[src/rtl/lamp_sequence_monitor.sv]
`default_nettype none
// ============================================================================
// Module  : lamp_sequence_monitor
// Purpose : Checks the controller's one-hot lamp vector for legality, order and
//           dwell, forwards it while healthy, and flashes amber after a fault.
// Revision: 1.0  initial release
// ============================================================================
module lamp_sequence_monitor #(
  parameter int          T0         = 40,
  parameter int          T1         = 5,
  parameter int          T2         = 20,
  parameter int          T3         = 5,
  parameter int          TOL        = 2,
  parameter int          BLINK_DIV  = 8,
  parameter logic [5:0]  FLASH_MASK = 6'b001010,
  parameter int          SYNC_MAX   = 128
) (
  input  logic       clk,
  input  logic       rst,
  input  logic [5:0] z_in,
  input  logic       clear_fault,
  output logic [5:0] lamp_out,
  output logic       fault,
  output logic [2:0] fault_code,
  output logic [1:0] phase,
  output logic       in_sync
);

  localparam int c_BLINK_W = $clog2(2 * BLINK_DIV);
  localparam int c_SYNC_W  = $clog2(SYNC_MAX + 1);

  localparam logic [c_BLINK_W-1:0] c_BLINK_HALF = c_BLINK_W'(BLINK_DIV);
  localparam logic [c_BLINK_W-1:0] c_BLINK_LAST = c_BLINK_W'(2 * BLINK_DIV - 1);
  localparam logic [c_SYNC_W-1:0]  c_SYNC_LAST  = c_SYNC_W'(SYNC_MAX - 1);

  localparam logic [5:0] c_PH0_CODE = 6'b000001;

  localparam logic [2:0] c_F_NONE    = 3'd0;
  localparam logic [2:0] c_F_ILLEGAL = 3'd1;
  localparam logic [2:0] c_F_SHORT   = 3'd2;
  localparam logic [2:0] c_F_LONG    = 3'd3;
  localparam logic [2:0] c_F_ORDER   = 3'd4;
  localparam logic [2:0] c_F_TIMEOUT = 3'd5;

  typedef enum logic [1:0] {
    S_SYNC  = 2'd0,
    S_TRACK = 2'd1,
    S_FAULT = 2'd2
  } state_t;

  state_t                 r_state,    w_state_nxt;
  logic [1:0]             r_phase,    w_phase_nxt;
  logic [6:0]             r_dwell,    w_dwell_nxt;
  logic                   r_first,    w_first_nxt;
  logic [c_SYNC_W-1:0]    r_sync_cnt, w_sync_nxt;
  logic [c_BLINK_W-1:0]   r_blink,    w_blink_nxt;
  logic [2:0]             r_code,     w_code_nxt;
  logic [5:0]             r_lamp,     w_lamp_nxt;
  logic                   r_fault;
  logic                   r_in_sync;

  logic       w_legal;
  logic [1:0] w_idx;
  logic [6:0] w_short_lim;
  logic [6:0] w_long_lim;
  logic [6:0] w_dwell_inc;
  logic [2:0] w_flt;

  always_comb begin
    w_legal = 1'b1;
    w_idx   = 2'd0;
    case (z_in)
      6'b000001: w_idx = 2'd0;
      6'b000010: w_idx = 2'd1;
      6'b000100: w_idx = 2'd2;
      6'b001000: w_idx = 2'd3;
      default:   w_legal = 1'b0;
    endcase
  end

  always_comb begin
    w_short_lim = 7'(T0 - TOL);
    w_long_lim  = 7'(T0 + TOL);
    case (r_phase)
      2'd1: begin w_short_lim = 7'(T1 - TOL); w_long_lim = 7'(T1 + TOL); end
      2'd2: begin w_short_lim = 7'(T2 - TOL); w_long_lim = 7'(T2 + TOL); end
      2'd3: begin w_short_lim = 7'(T3 - TOL); w_long_lim = 7'(T3 + TOL); end
      default: ;
    endcase
  end

  assign w_dwell_inc = (r_dwell == 7'd127) ? 7'd127 : r_dwell + 7'd1;

  always_comb begin
    w_state_nxt = r_state;
    w_phase_nxt = r_phase;
    w_dwell_nxt = r_dwell;
    w_first_nxt = r_first;
    w_sync_nxt  = r_sync_cnt;
    w_code_nxt  = r_code;
    w_flt       = c_F_NONE;
    w_lamp_nxt  = r_lamp;
    w_blink_nxt = r_blink;

    case (r_state)
      S_SYNC: begin
        if (z_in == c_PH0_CODE) begin
          w_state_nxt = S_TRACK;
          w_phase_nxt = 2'd0;
          w_dwell_nxt = 7'd1;
          w_first_nxt = 1'b1;
          w_sync_nxt  = '0;
        end else if (r_sync_cnt == c_SYNC_LAST) begin
          w_flt = c_F_TIMEOUT;
        end else begin
          w_sync_nxt = r_sync_cnt + 1'b1;
        end
      end
      S_TRACK: begin
        // Classification order encodes priority ILLEGAL > ORDER > SHORT > LONG.
        if (!w_legal) begin
          w_flt = c_F_ILLEGAL;
        end else if (w_idx == r_phase) begin
          if (w_dwell_inc > w_long_lim) w_flt = c_F_LONG;
          else                          w_dwell_nxt = w_dwell_inc;
        end else if (w_idx == r_phase + 2'd1) begin
          if (!r_first && (r_dwell < w_short_lim)) begin
            w_flt = c_F_SHORT;
          end else begin
            w_phase_nxt = w_idx;
            w_dwell_nxt = 7'd1;
            w_first_nxt = 1'b0;
          end
        end else begin
          w_flt = c_F_ORDER;
        end
      end
      S_FAULT: begin
        if (clear_fault) begin
          w_state_nxt = S_SYNC;
          w_code_nxt  = c_F_NONE;
          w_sync_nxt  = '0;
        end
      end
      default: w_state_nxt = S_SYNC;
    endcase

    if (w_flt != c_F_NONE) begin
      w_state_nxt = S_FAULT;
      w_code_nxt  = w_flt;
    end

    // Entering a flashing state restarts the blink so flash-on shows immediately.
    if (w_state_nxt == S_TRACK) begin
      w_lamp_nxt  = z_in;
      w_blink_nxt = '0;
    end else if (w_state_nxt != r_state) begin
      w_lamp_nxt  = FLASH_MASK;
      w_blink_nxt = c_BLINK_W'(1);
    end else begin
      w_lamp_nxt  = (r_blink < c_BLINK_HALF) ? FLASH_MASK : 6'b000000;
      w_blink_nxt = (r_blink == c_BLINK_LAST) ? '0 : r_blink + 1'b1;
    end
  end

  always_ff @(posedge clk) begin
    if (rst) begin
      r_state    <= S_SYNC;
      r_phase    <= 2'd0;
      r_dwell    <= 7'd0;
      r_first    <= 1'b1;
      r_sync_cnt <= '0;
      r_blink    <= '0;
      r_code     <= c_F_NONE;
      r_lamp     <= 6'b000000;
      r_fault    <= 1'b0;
      r_in_sync  <= 1'b0;
    end else begin
      r_state    <= w_state_nxt;
      r_phase    <= w_phase_nxt;
      r_dwell    <= w_dwell_nxt;
      r_first    <= w_first_nxt;
      r_sync_cnt <= w_sync_nxt;
      r_blink    <= w_blink_nxt;
      r_code     <= w_code_nxt;
      r_lamp     <= w_lamp_nxt;
      r_fault    <= (w_state_nxt == S_FAULT);
      r_in_sync  <= (w_state_nxt == S_TRACK);
    end
  end

  assign lamp_out   = r_lamp;
  assign fault      = r_fault;
  assign fault_code = r_code;
  assign phase      = r_phase;
  assign in_sync    = r_in_sync;

endmodule
`default_nettype wire

[config.mk]
export PLATFORM = sky130hd
export DESIGN_NAME = lamp_sequence_monitor
export DESIGN_NICKNAME = d
export VERILOG_FILES = /design/src/rtl/lamp_sequence_monitor.sv
export SDC_FILE = /design/constraint.sdc
export NUM_CORES = 1
export LEC_CHECK = 0
export BUFFER_PORTS_ARGS = -buffer_cell sky130_fd_sc_hd__clkbuf_2
export CAP_MARGIN = 20
export CORE_MARGIN = 1
export CORE_UTILIZATION = 50
export DETAILED_ROUTE_END_ITERATION = 7
export MAX_ROUTING_LAYER = met4
export PLACE_DENSITY = 0.7
export SYNTH_ARGS = -nofsm -noshare
export SYNTH_HDL_FRONTEND = slang
export SYNTH_SLANG_ARGS = --single-unit
export TNS_END_PERCENT = 1
[constraint.sdc]
create_clock -name clk -period 7.73 [get_ports clk]
set_clock_uncertainty 0.1 [all_clocks]
set_input_delay 0.773 -clock clk [delete_from_list [all_inputs] [get_ports clk]]
set_output_delay 0.773 -clock clk [all_outputs]
set_load 0.02 [all_outputs]
==> summary.md, run 1 <==
| Metric | Value |
|---|---|
| Status | finished clean |
| Cts hold-fix bufs | 0 |
| Syn Area/Cell | 8.621 um2 |
| Overall power | 0.3498 mW |
| Ports | 22 |
| Final Cell Area | ~2300 um2 |
| Max incr delay on CP | just over 0.5 ns |
| Mapped Cells | 236 |
| Crit-path slowest cell | a211oi_4 |
| Synth Cell Area | around 2000 um2 |
| Later-pin clock latency in the skew report | 0.28 ns |
| CTS tree | yes |
| Starting DRC count in detailed routing | between 100 and 150 |
| Fmax | about 0.27 GHz |
| First-pass DRT Iterations | 4 |
| Number of port buffers | 21 |
| Area Growth Syn to Fin | 11.01% |
| Worst-Margin Slew | ~0.6 ns |
| Core ar. | ~3800 um2 |
| DRC errors left | 0 |
| Peak supply drop | 138.6 uV |
| RSZ-0062 raised after global routing | false |
| Placed inst area | roughly 2200 um2 |
| Leading register cell type out of synthesis | dfxtp_1 |
| Via count | approximately 1,700 |
| Bufs on Longest Clock Path | 2 |
| Kind of critical path | flop to flop |
| WL final | 4374 um |
| Nets | approximately 280 |
| CP arrival | around 3.7 ns |
| CTS buffer count | 5 |
| CTS clk-pin slew, worst paths | around 0.070 ns |
| Routed Antenna Nets | 0 |
| CP endpoint kind | flop |
| Leak | roughly 0.97 nW |
| FF+latch count, synth | 35 |
| Post-DP HPWL | 3261 um |
| Relative slew slack | roughly three fifths |
| Hold WS | approximately 0.36 ns |
| GPL Wtd Cong | 0.8473 |
| Crit path time final | between 3 and 4 ns |
| Sink Count | 35 |
| Max-slew violations | 0 |
| Finish-stage setup viols | 0 |
| CTS resizes | 0 |
| CP Launch Type | flop |
| Die X-Extent | 65.79 um |
| Initial antenna violation count | 0 |
| Antenna cells | 0 |
| Chip height | ~66 um |
| Global-route wire length before repair | between 7000 and 8000 um |
| Pre-CTS setup slack | between 4 and 5 ns |
| Setup TNS | 0 ns |
| Largest fanout on the critical path | 10 |
| Layout cells sized above 1 | approximately 15% |
| Vias/cell | ~5.7 |
| Register area share after synthesis | ~34% |
| Synth async-reset ratio | 0% |
| Warnings, synthesis | 0 |
| Hold Path Class | flop to flop |
| Final worst setup slack | slightly above 4 ns |
| Yosys top cell by area | dfxtp_1 |
| Required time of the critical path | roughly 7.8 ns |
| Setup Fix Bufs, Post-CTS | 0 |
| Wire per inst | ~14 um |
| Power per cell area | between 150 and 200 nW/um2 |
| Top cells by area, synth | dfxtp_1 (34%), ha_1 (9.2%), nor2_1 (5.2%), mux2i_1 (3.9%), a21oi_1 (3.4%) |
| Grt ovf | 0 |
| CTS root buf | clkbuf_8 |
| Period utilization | 47.24% |
| Die footprint | around 4300 um2 |
| # Max-Cap Violations | 0 |
| Final Hold Viols | 0 |
| Core Rows | 22 |
| All-layer global routing usage | a little under a quarter |
| Netlist cell types | 53 |
| Starting Density | roughly 54% |
| Worst path cell trace | ha_1, and3_1, and3_1, nand2_1, nand2_1, ha_1, a21oi_1, o21ai_0, a2bb2oi_1, o32ai_1, a21oi_2, a211oi_4, mux2i_1, nor2_1 |
| Largest net degree at the start of global routing | 21 |
| Vias in the first global route | roughly 1,600 |
| Post-synth EDFFs | 0 |
| Max H-tree Level | 2 |
| Synth top area share | roughly a third |
cell usage in the layout (no fill, tap or decap), types with 3 or more instances in the layout:
master,Yosys,layout
dfxtp_1,35,35
nor2_1,28,28
clkbuf_2,0,21
nand2_1,17,17
ha_1,15,15
a21oi_1,14,14
inv_1,10,10
and3_1,8,8
nor3_1,8,8
mux2i_1,8,8
xor2_1,7,7
clkbuf_8,0,6
xnor2_1,5,5
o21ai_0,5,5
nand2b_1,5,5
nand4_1,4,4
nor4_1,4,4
or3_1,4,4
nand3_1,3,3
and2_1,3,3
a31oi_1,3,3
per-stage QoR:
stage | util (%) | std cells
3_5_place_dp | 57.56 | 298
6_report | 59.89 | 305
4_1_cts | 59.89 | 305
3_3_place_gp | 57.56 | 298
5_1_grt | 59.89 | 305
2_1_floorplan | - | 237
routing by layer:
| layer | routed length, um | up-vias | track usage, % |
|---|---|---|---|
| li1 | - | 894 | - |
| met1 | 2093 | 789 | 29.36 |
| met2 | 2057 | 38 | 35.33 |
| met3 | 191 | 4 | 5.000 |
| met4 | 31 | 0 | 5.707 |
| met5 | 0 | - | - |
synthesized netlist by cell type (2+ instances only):
cell / count
a211oi_1: 2
a21o_1: 2
a21oi_1: 14
a311oi_1: 2
a31oi_1: 3
a41o_1: 2
and2_1: 3
and3_1: 8
buf_2: 2
clkbuf_1: 6
dfxtp_1: 35
ha_1: 15
inv_1: 10
mux2i_1: 8
nand2_1: 17
nand2b_1: 5
nand3_1: 3
nand4_1: 4
nor2_1: 28
nor3_1: 8
nor4_1: 4
o211ai_1: 2
o21ai_0: 5
o21ai_1: 2
o22ai_1: 2
o311a_1: 2
o31ai_1: 2
or2_2: 2
or3_1: 4
xnor2_1: 5
xor2_1: 7
path summary, 6_finish.rpt:
kind	startpoint	to	slack, ns	cells past startpoint
worst max-delay path	r_dwell[0]$_SDFFE_PP0P_	r_dwell[4]$_SDFFE_PP0P_	4.08	14
worst min-delay path	fault_code[0]$_SDFFE_PP0P_	fault_code[0]$_SDFFE_PP0P_	0.36	1
worst max register to register	r_dwell[0]$_SDFFE_PP0P_	r_dwell[4]$_SDFFE_PP0P_	4.08	14
worst min register to register	fault_code[0]$_SDFFE_PP0P_	fault_code[0]$_SDFFE_PP0P_	0.36	1
report_power, final:
group,internal [mW],leakage [nW],switching [mW],total (mW)
registers,0.185,0.285,0.00327,0.188
clock network,0.0700,0.0470,0.0657,0.136
logic,0.00995,0.636,0.0161,0.0261
area by class of cell:
| type | count | area, um2 |
|---|---|---|
| Clock inverter | 1 | 5.005 |
| Timing Repair Buffer | 21 | 105.1 |
| Inverter | 10 | 37.54 |
| Sequential cell | 35 | 700.7 |
| Fill cell | 331 | 1513 |
| Multi-Input combinational cell | 184 | 1267 |
| Clock buffer | 6 | 82.58 |
| Tap cell | 48 | 60.06 |
cells by family after synthesis:
logic type	after synthesis	share of synthesized area, %
and+or+nand+nor	91	22.39
adders and majority gates	15	9.225
AOI/OAI and AO/OA	56	21.22
DFF	35	34.44
muxes	8	3.936
xor gates and xnor gates	12	5.166
buffers and inverters	18	3.444
other	1	0.1843
state kept, by name, indices dropped and copies added, names as in the netlist:
name	cells
r_sync_cnt	8
r_dwell	7
lamp_out	6
r_blink	4
fault_code	3
phase	2
r_state	2
fault	1
in_sync	1
r_first	1
critical path: cells and delay by family (launching register included):
family	cells	cell delay [ns]
AOI/OAI and AO/OA	6	1.51
adders and majority gates	2	0.53
DFF	1	0.35
muxes	1	0.25
and+or+nand+nor	5	0.79
(Power assumes the default switching activity.)
==> run 2, diff against run 1 <==
- clock period: 7.73 -> 3.8 ns (I/O delays scaled with it)
==> run 2 against run 1 <==
Non-clock buffer count increased by 2. Sequential share of layout area decreased by 0.62 points. Combinational power up 110%. Flip-flop and latch count unchanged. Global-route usage shrank 2.0 points. Hold slack got worse by 0.11 ns. Clock power up 110%. Critical path depth is the same.
==> summary.md, run 2 (same netlist as run 1, synthesis figures left out) <==
| Metric | Value |
|---|---|
| Cts hold-fix bufs | 0 (unchanged) |
| Overall power | 0.7229 mW (+110%) |
| Max H-tree Level | 2 (unchanged) |
| FF-to-FF setup slack | 0.42 ns (-3.66 ns) |
| Max reg flops | 8 (unchanged) |
| Sequential share of power | 52.9% (-0.8 points) |
| Hold path start | z_in[0] |
| CTS buffer count | 5 (unchanged) |
| Reg-to-Reg End | r_blink[1]$_SDFF_PP0_ |
| CTS tree | yes |
| Area Growth Syn to Fin | 13.28% |
| Bufs on Longest Clock Path | 2 (unchanged) |
| Most common cell after layout, fill and taps aside | dfxtp_1 |
| Met3 usage | 5.345% (+0.34 points) |
| Crit path time final | 3.378 ns (-0.2736 ns) |
| Fill cell count | 310 (-6.3%) |
| Grt ovf | 0 (unchanged) |
| Max incr delay on CP | 0.35 ns (-0.16 ns) |
| First-pass DRT Iterations | 4 (unchanged) |
| Post-DP HPWL | 3100 um (-4.9%) |
| Sw frac | 24.69% (+0.35 points) |
| Hold EP | lamp_out[0]$_SDFF_PP0_ |
| All-layer global routing usage | 20.58% (-2.0 points) |
| Number of port buffers | 21 (unchanged) |
| Core ar. | 3771 um2 (unchanged) |
| Starting Density | 53.95% (unchanged) |
| Placed inst area | 2178 um2 (+0.35%) |
| Worst path cell trace | ha_1, and3_1, and3_1, nand2_1, nand2_1, ha_1, a21oi_1, o21ai_0, a2bb2oi_1, o32ai_2, a21oi_2, a211o_2, and3_1, and3_1 |
| Required time of the critical path | 3.88 ns (-3.91 ns) |
| Clock power frac | 39.6% (+0.8 points) |
| GPL Wtd Cong | 0.8505 (+0.38%) |
| Cell repeated most along the worst path | and3_1 |
| Status | finished clean |
| Routed Antenna Nets | 0 (unchanged) |
| Antenna cells | 0 (unchanged) |
| CP arrival | 3.46 ns (-0.25 ns) |
| Fmax | 0.2961 GHz (+8.1%) |
| Worst-Margin Slew | 0.6246 ns (+0.02184 ns) |
| Critical R2R Launch | r_dwell[0]$_SDFFE_PP0P_ |
| RSZ-0062 raised after global routing | false |
| Logic pwr share | 7.5% (about the same) |
| Initial antenna violation count | 0 (unchanged) |
| Final core utilization | 61.11% (+1.2 points) |
| Via count | 1,740 (+0.87%) |
| Finish-stage setup viols | 0 (unchanged) |
| Sink Count | 35 (unchanged) |
| Most frequent cells in the layout | dfxtp_1 (35), nor2_1 (28), clkbuf_2 (21), nand2_1 (17), ha_1 (15) |
| CTS clk-pin slew, worst paths | 0.07 ns (about the same) |
| Layout cells sized above 1 | 16.54% (+1.4 points) |
| Gr busiest metal | met2 |
| Crit-path slowest cell | dfxtp_1 |
| Met1 Use GR | 26.96% (-2.4 points) |
| Hold Path Class | input port to flop |
| Nets | 283 (+0.71%) |
| Setup TNS | 0 ns (unchanged) |
| Vias in the first global route | 1,466 (-8.3%) |
| Global-route wire length before repair | 6617 um (-10%) |
| # Max-Cap Violations | 0 (unchanged) |
| Leak | 0.9831 nW (+1.6%) |
| Final Cell Area | 2305 um2 (+2.0%) |
| Most flops, register | r_sync_cnt |
| Kind of critical path | flop to flop |
| Period utilization | 88.89% (+42 points) |
| Die footprint | 4328 um2 (unchanged) |
| CP Launch Type | flop |
| Peak supply drop | 248.3 uV (+79%) |
| CTS root buf | clkbuf_8 |
| Chip height | 65.79 um (unchanged) |
| Relative slew slack | 58.08% (-0.70 points) |
| Ports | 22 (unchanged) |
| Sw power | 0.1784 mW (+110%) |
| Max-slew violations | 0 (unchanged) |
| Power per cell area | 313.7 nW/um2 (+100%) |
| Cell Int Power | 0.5444 mW (+110%) |
| Final Hold Viols | 0 (unchanged) |
| DRC errors left | 0 (unchanged) |
| Die X-Extent | 65.79 um (unchanged) |
| Later-pin clock latency in the skew report | 0.28 ns (about the same) |
| WL final | 4214 um (-3.7%) |
| Starting DRC count in detailed routing | 90 (-13%) |
| Vias/cell | 5.649 (-0.11%) |
| Core Rows | 22 (unchanged) |
| Wire per inst | 13.68 um (-4.6%) |
| CP endpoint kind | flop |
| Critical path's top delay family | compound AO/OA/AOI/OAI gates |
| Worst Reg-to-Reg Cells | 14 (unchanged) |
| Min-Delay Path Depth | 2 (+1) |
| Largest net degree at the start of global routing | 21 (unchanged) |
| CP bufs+invs | 0 (unchanged) |
| Largest fanout on the critical path | 10 (unchanged) |
| Met2 usage | 31.38% (-4.0 points) |
-- run 2: through the flow --
step           worst slack [ns]  hold WS (ns)  std cells
6_report                 0.4223        0.2424        308
4_1_cts                  0.2788        0.2402        307
3_5_place_dp             0.3119        0.3437        299
3_3_place_gp             0.3209        0.3408        299
2_1_floorplan            0.6475        0.3588        237
5_1_grt                  0.1049        0.2622        308
-- run 2: cell type report --
class,count,area (um2),area share [%]
Tap cell,48,60.06,2.606
Clock inverter,2,16.27,0.7058
Timing Repair Buffer,23,132.6,5.755
Clock buffer,6,82.58,3.583
Sequential cell,35,700.7,30.40
Inverter,10,37.54,1.629
Multi-Input combinational cell,184,1275,55.32
-- run 2: worst register-to-register path, delay by kind of cell, from the launching register on --
| kind | cells | cell delay (ns) |
|---|---|---|
| AOI/OAI and AO/OA | 6 | 1.19 |
| adders and majority gates | 2 | 0.52 |
| DFF | 1 | 0.35 |
| and+or+nand+nor | 6 | 1.13 |
-- run 2: metal layers --
layer / vias up / wire, um
met2: 37 / 1948
met1: 795 / 2056
met5: - / 0
met3: 6 / 170
li1: 902 / -
met4: 0 / 38
-- run 2: worst max path at each step --
stage | start | endpoint | slack, ns | depth (start not counted)
2_1_floorplan | r_dwell[0]$_SDFFE_PP0P_ | r_dwell[1]$_SDFFE_PP0P_ | 0.65 | 14
3_3_place_gp | r_dwell[0]$_SDFFE_PP0P_ | r_dwell[3]$_SDFFE_PP0P_ | 0.32 | 14
3_5_place_dp | r_dwell[0]$_SDFFE_PP0P_ | r_dwell[1]$_SDFFE_PP0P_ | 0.31 | 14
4_1_cts | r_dwell[0]$_SDFFE_PP0P_ | r_dwell[1]$_SDFFE_PP0P_ | 0.28 | 14
5_1_grt | r_dwell[0]$_SDFFE_PP0P_ | lamp_out[1]$_SDFF_PP0_ | 0.10 | 14
6_report | r_dwell[0]$_SDFFE_PP0P_ | r_blink[1]$_SDFF_PP0_ | 0.42 | 14
-- run 2: power by group through the flow --
stage          Clock, mW  Combinational [mW]  Sequential (mW)
3_3_place_gp           0              0.0525            0.391
4_1_cts            0.295              0.0531            0.382
5_1_grt            0.316              0.0597            0.383
6_report           0.286              0.0542            0.382
2_1_floorplan          0              0.0360            0.393
3_5_place_dp           0              0.0527            0.391
-- run 2: timing repair --
| action | 4_1_cts | 5_1_grt |
|---|---|---|
| buffers inserted | 0 | 1 |
| endpoints found under the setup margin | 0 | 9 |
| resized for setup | 0 | 1 |
==> run 3, diff against run 2 <==
- ABC_AREA: not set -> 1
- BUFFER_PORTS_ARGS: -buffer_cell sky130_fd_sc_hd__clkbuf_2 -> -buffer_cell sky130_fd_sc_hd__buf_2
- PLACE_DENSITY: 0.7 -> 0.69
- SLEW_MARGIN: not set -> 10
==> run 3 against run 2 <==
Routed wire length grew 4.4%. Setup slack gained 0.36 ns. Synthesized cell count grew 27%. Critical path depth rose by 2. Flip-flop and latch count stayed put. Power up 24%. Utilization is 1.1 points lower. Sequential share of layout area down 1.8 points. Register-to-register slack improved by 0.36 ns. Global-route usage is 1.9 points higher. Largest cell class unchanged.
==> summary.md, run 3 <==
| Metric | Value |
|---|---|
| Largest net degree at the start of global routing | 16 (-24%) |
| Routed Antenna Nets | 0 (unchanged) |
| Overall power | 0.8970 mW (+24%) |
| Sink Count | 35 (unchanged) |
| Critical R2R Launch | r_dwell[0]$_SDFFE_PP0P_ |
| Ports | 22 (unchanged) |
| Die footprint | 4586 um2 (+6.0%) |
| Number of port buffers | 21 (unchanged) |
| Largest fanout on the critical path | 13 (+3) |
| Warnings, synthesis | 0 (unchanged) |
| Core ar. | 4086 um2 (+8.4%) |
| CP Launch Type | flop |
| Core Rows | 23 (+4.5%) |
| CTS buffer count | 5 (unchanged) |
| Reg-to-Reg End | r_dwell[1]$_SDFFE_PP0P_ |
| Period utilization | 79.29% (-9.6 points) |
| Top cells by area, synth | dfxtp_1 (32%), inv_1 (9.0%), ha_1 (8.7%), nand2_1 (8.5%), nor2_1 (5.0%) |
| Area of the multi-input gates | 1241 um2 (-2.6%) |
| First-pass DRT Iterations | 4 (unchanged) |
| Starting DRC count in detailed routing | 87 (-3.3%) |
| Most common cell in the synthesized netlist | inv_1 |
| Cts hold-fix bufs | 0 (unchanged) |
| Synth top area share | 32.44% (-2.0 points) |
| CTS resizes | 0 (unchanged) |
| Via count | 1,891 (+8.7%) |
| Wire per inst | 11.63 um (-15%) |
| Max-slew violations | 0 (unchanged) |
| Bufs on Longest Clock Path | 2 (unchanged) |
| # Max-Cap Violations | 0 (unchanged) |
| RSZ-0062 raised after global routing | false |
| Netlist cell types | 36 (-32%) |
| Vias/cell | 5.003 (-11%) |
| Yosys top cell by area | dfxtp_1 |
| Most flops, register | r_sync_cnt |
| FF/Latch Area | 700.7 um2 (unchanged) |
| All-layer global routing usage | 22.46% (+1.9 points) |
| Register area share after synthesis | 32.44% (-2.0 points) |
| Max H-tree Level | 2 (unchanged) |
| Worst-Margin Slew | 0.5520 ns (-0.07254 ns) |
| Antenna cells | 0 (unchanged) |
| Max reg flops | 8 (unchanged) |
| Final core utilization | 60.01% (-1.1 points) |
| Pre-CTS setup slack | 0.8885 ns (+0.5766 ns) |
| Post-synth EDFFs | 0 (unchanged) |
| Worst Reg-to-Reg Cells | 16 (+2) |
| Peak supply drop | 218.3 uV (-12%) |
| FF+latch count, synth | 35 (unchanged) |
| Initial antenna violation count | 0 (unchanged) |
| Hold WS | 0.2435 ns (+0.001138 ns) |
| Fmax | 0.3319 GHz (+12%) |
| Leading register cell type out of synthesis | dfxtp_1 |
| Layout cells sized above 1 | 20.12% (+3.6 points) |
| Area Growth Syn to Fin | 13.56% |
| Most instantiated cells after synthesis | inv_1 (52), nand2_1 (49), dfxtp_1 (35) |
| Hold EP | lamp_out[2]$_SDFF_PP0_ |
| Nets | 351 (+24%) |
| Syn Area/Cell | 7.199 um2 (-16%) |
| Global-route wire length before repair | 7424 um (+12%) |
| Fill cell count | 397 (+28%) |
| Die X-Extent | 67.72 um (+2.9%) |
| FF-to-FF setup slack | 0.79 ns (+0.36 ns) |
| Crit path time final | 3.013 ns (-0.3647 ns) |
| Status | finished clean |
| Hold path start | z_in[2] |
| DRC errors left | 0 (unchanged) |
| CP arrival | 3.07 ns (-0.39 ns) |
| GPL Wtd Cong | 0.8751 (+2.9%) |
| Chip height | 67.72 um (+2.9%) |
| CTS root buf | clkbuf_8 |
| Setup TNS | 0 ns (unchanged) |
| CP endpoint kind | flop |
| Setup Fix Bufs, Post-CTS | 0 (unchanged) |
| Final worst setup slack | 0.7870 ns (+0.3647 ns) |
| Later-pin clock latency in the skew report | 0.29 ns (about the same) |
| Most common cell after layout, fill and taps aside | inv_1 |
| Synth Cell Area | 2160 um2 (+6.2%) |
| Most frequent cells in the layout | inv_1 (52), nand2_1 (49), dfxtp_1 (35), nor2_1 (29) |
| Leak | 1.235 nW (+26%) |
| Starting Density | 52.85% (-1.1 points) |
| Final Hold Viols | 0 (unchanged) |
| CTS tree | yes |
| Hold Path Class | input port to flop |
| Power per cell area | 365.8 nW/um2 (+17%) |
| Kind of critical path | flop to flop |
| CTS clk-pin slew, worst paths | 0.07 ns (about the same) |
| Post-DP HPWL | 3319 um (+7.1%) |
| Synth async-reset ratio | 0% (unchanged) |
| Min-Delay Path Depth | 3 (+1) |
| Required time of the critical path | 3.86 ns (-0.02 ns) |
| Vias in the first global route | 1,725 (+18%) |
| Mapped Cells | 300 (+27%) |
| Relative slew slack | 63.09% (+5.0 points) |
| Grt ovf | 0 (unchanged) |
| Finish-stage setup viols | 0 (unchanged) |
| WL final | 4398 um (+4.4%) |
[run 3: area by class of cell]
class	instances	area share, %
clock buffers	6	2.959
clock inverters	2	2.449
repair buffers	21	4.286
multi-input cells	208	50.61
inverters	56	8.571
well taps	50	2.551
flip-flops and latches	35	28.57
[run 3: cells by family after synthesis]
kind of cell	synth area share [%]
compound gates	12.17
xor+xnor	1.623
fa+ha+maj	8.691
buf+inv	10.25
flops	32.44
other cells	0.1736
simple gates	34.65
[run 3: critical path: stages (launching register included)]
cell	delay, ns
dfxtp_1	0.34
inv_1	0.08
nor3_1	0.25
inv_1	0.08
nor2_1	0.13
nand2_1	0.06
nand2_1	0.06
nand3_1	0.11
ha_1	0.34
a21oi_1	0.15
o2111ai_1	0.12
inv_1	0.07
nand2_1	0.06
nand3_1	0.10
nand4_1	0.46
a21oi_1	0.31
a211oi_1	0.07
[run 3: metal layers]
layer	global-route usage, %	routed length [um]
met3	5.068	113
met5	-	0
met4	7.979	70
met2	37.00	2079
met1	26.53	2135
[run 3: stage by stage]
stage	area (um2)	instances
floorplan	2163	301
global placement	2320	370
detailed placement	2320	370
CTS	2452	378
global route	2452	378
finish	2452	378
[run 3: power breakdown]
| part | internal [mW] | total (mW) | switching (mW) |
|---|---|---|---|
| Combinational | 0.0390 | 0.106 | 0.0670 |
| Sequential | 0.383 | 0.394 | 0.0110 |
| Clock | 0.262 | 0.397 | 0.135 |
| Total | 0.684 | 0.897 | 0.213 |
[run 3: worst max-delay path by stage]
| stage | startpoint | end | slack, ns | depth (start not counted) |
|---|---|---|---|---|
| floorplan | r_dwell[0]$_SDFFE_PP0P_ | lamp_out[1]$_SDFF_PP0_ | 1.28 | 19 |
| global placement | r_dwell[0]$_SDFFE_PP0P_ | r_dwell[4]$_SDFFE_PP0P_ | 1.02 | 16 |
| detailed placement | r_dwell[0]$_SDFFE_PP0P_ | r_dwell[1]$_SDFFE_PP0P_ | 0.89 | 16 |
| CTS | r_dwell[0]$_SDFFE_PP0P_ | r_dwell[3]$_SDFFE_PP0P_ | 0.80 | 16 |
| global route | r_dwell[0]$_SDFFE_PP0P_ | r_dwell[3]$_SDFFE_PP0P_ | 0.42 | 16 |
| finish | r_dwell[0]$_SDFFE_PP0P_ | r_dwell[1]$_SDFFE_PP0P_ | 0.79 | 16 |
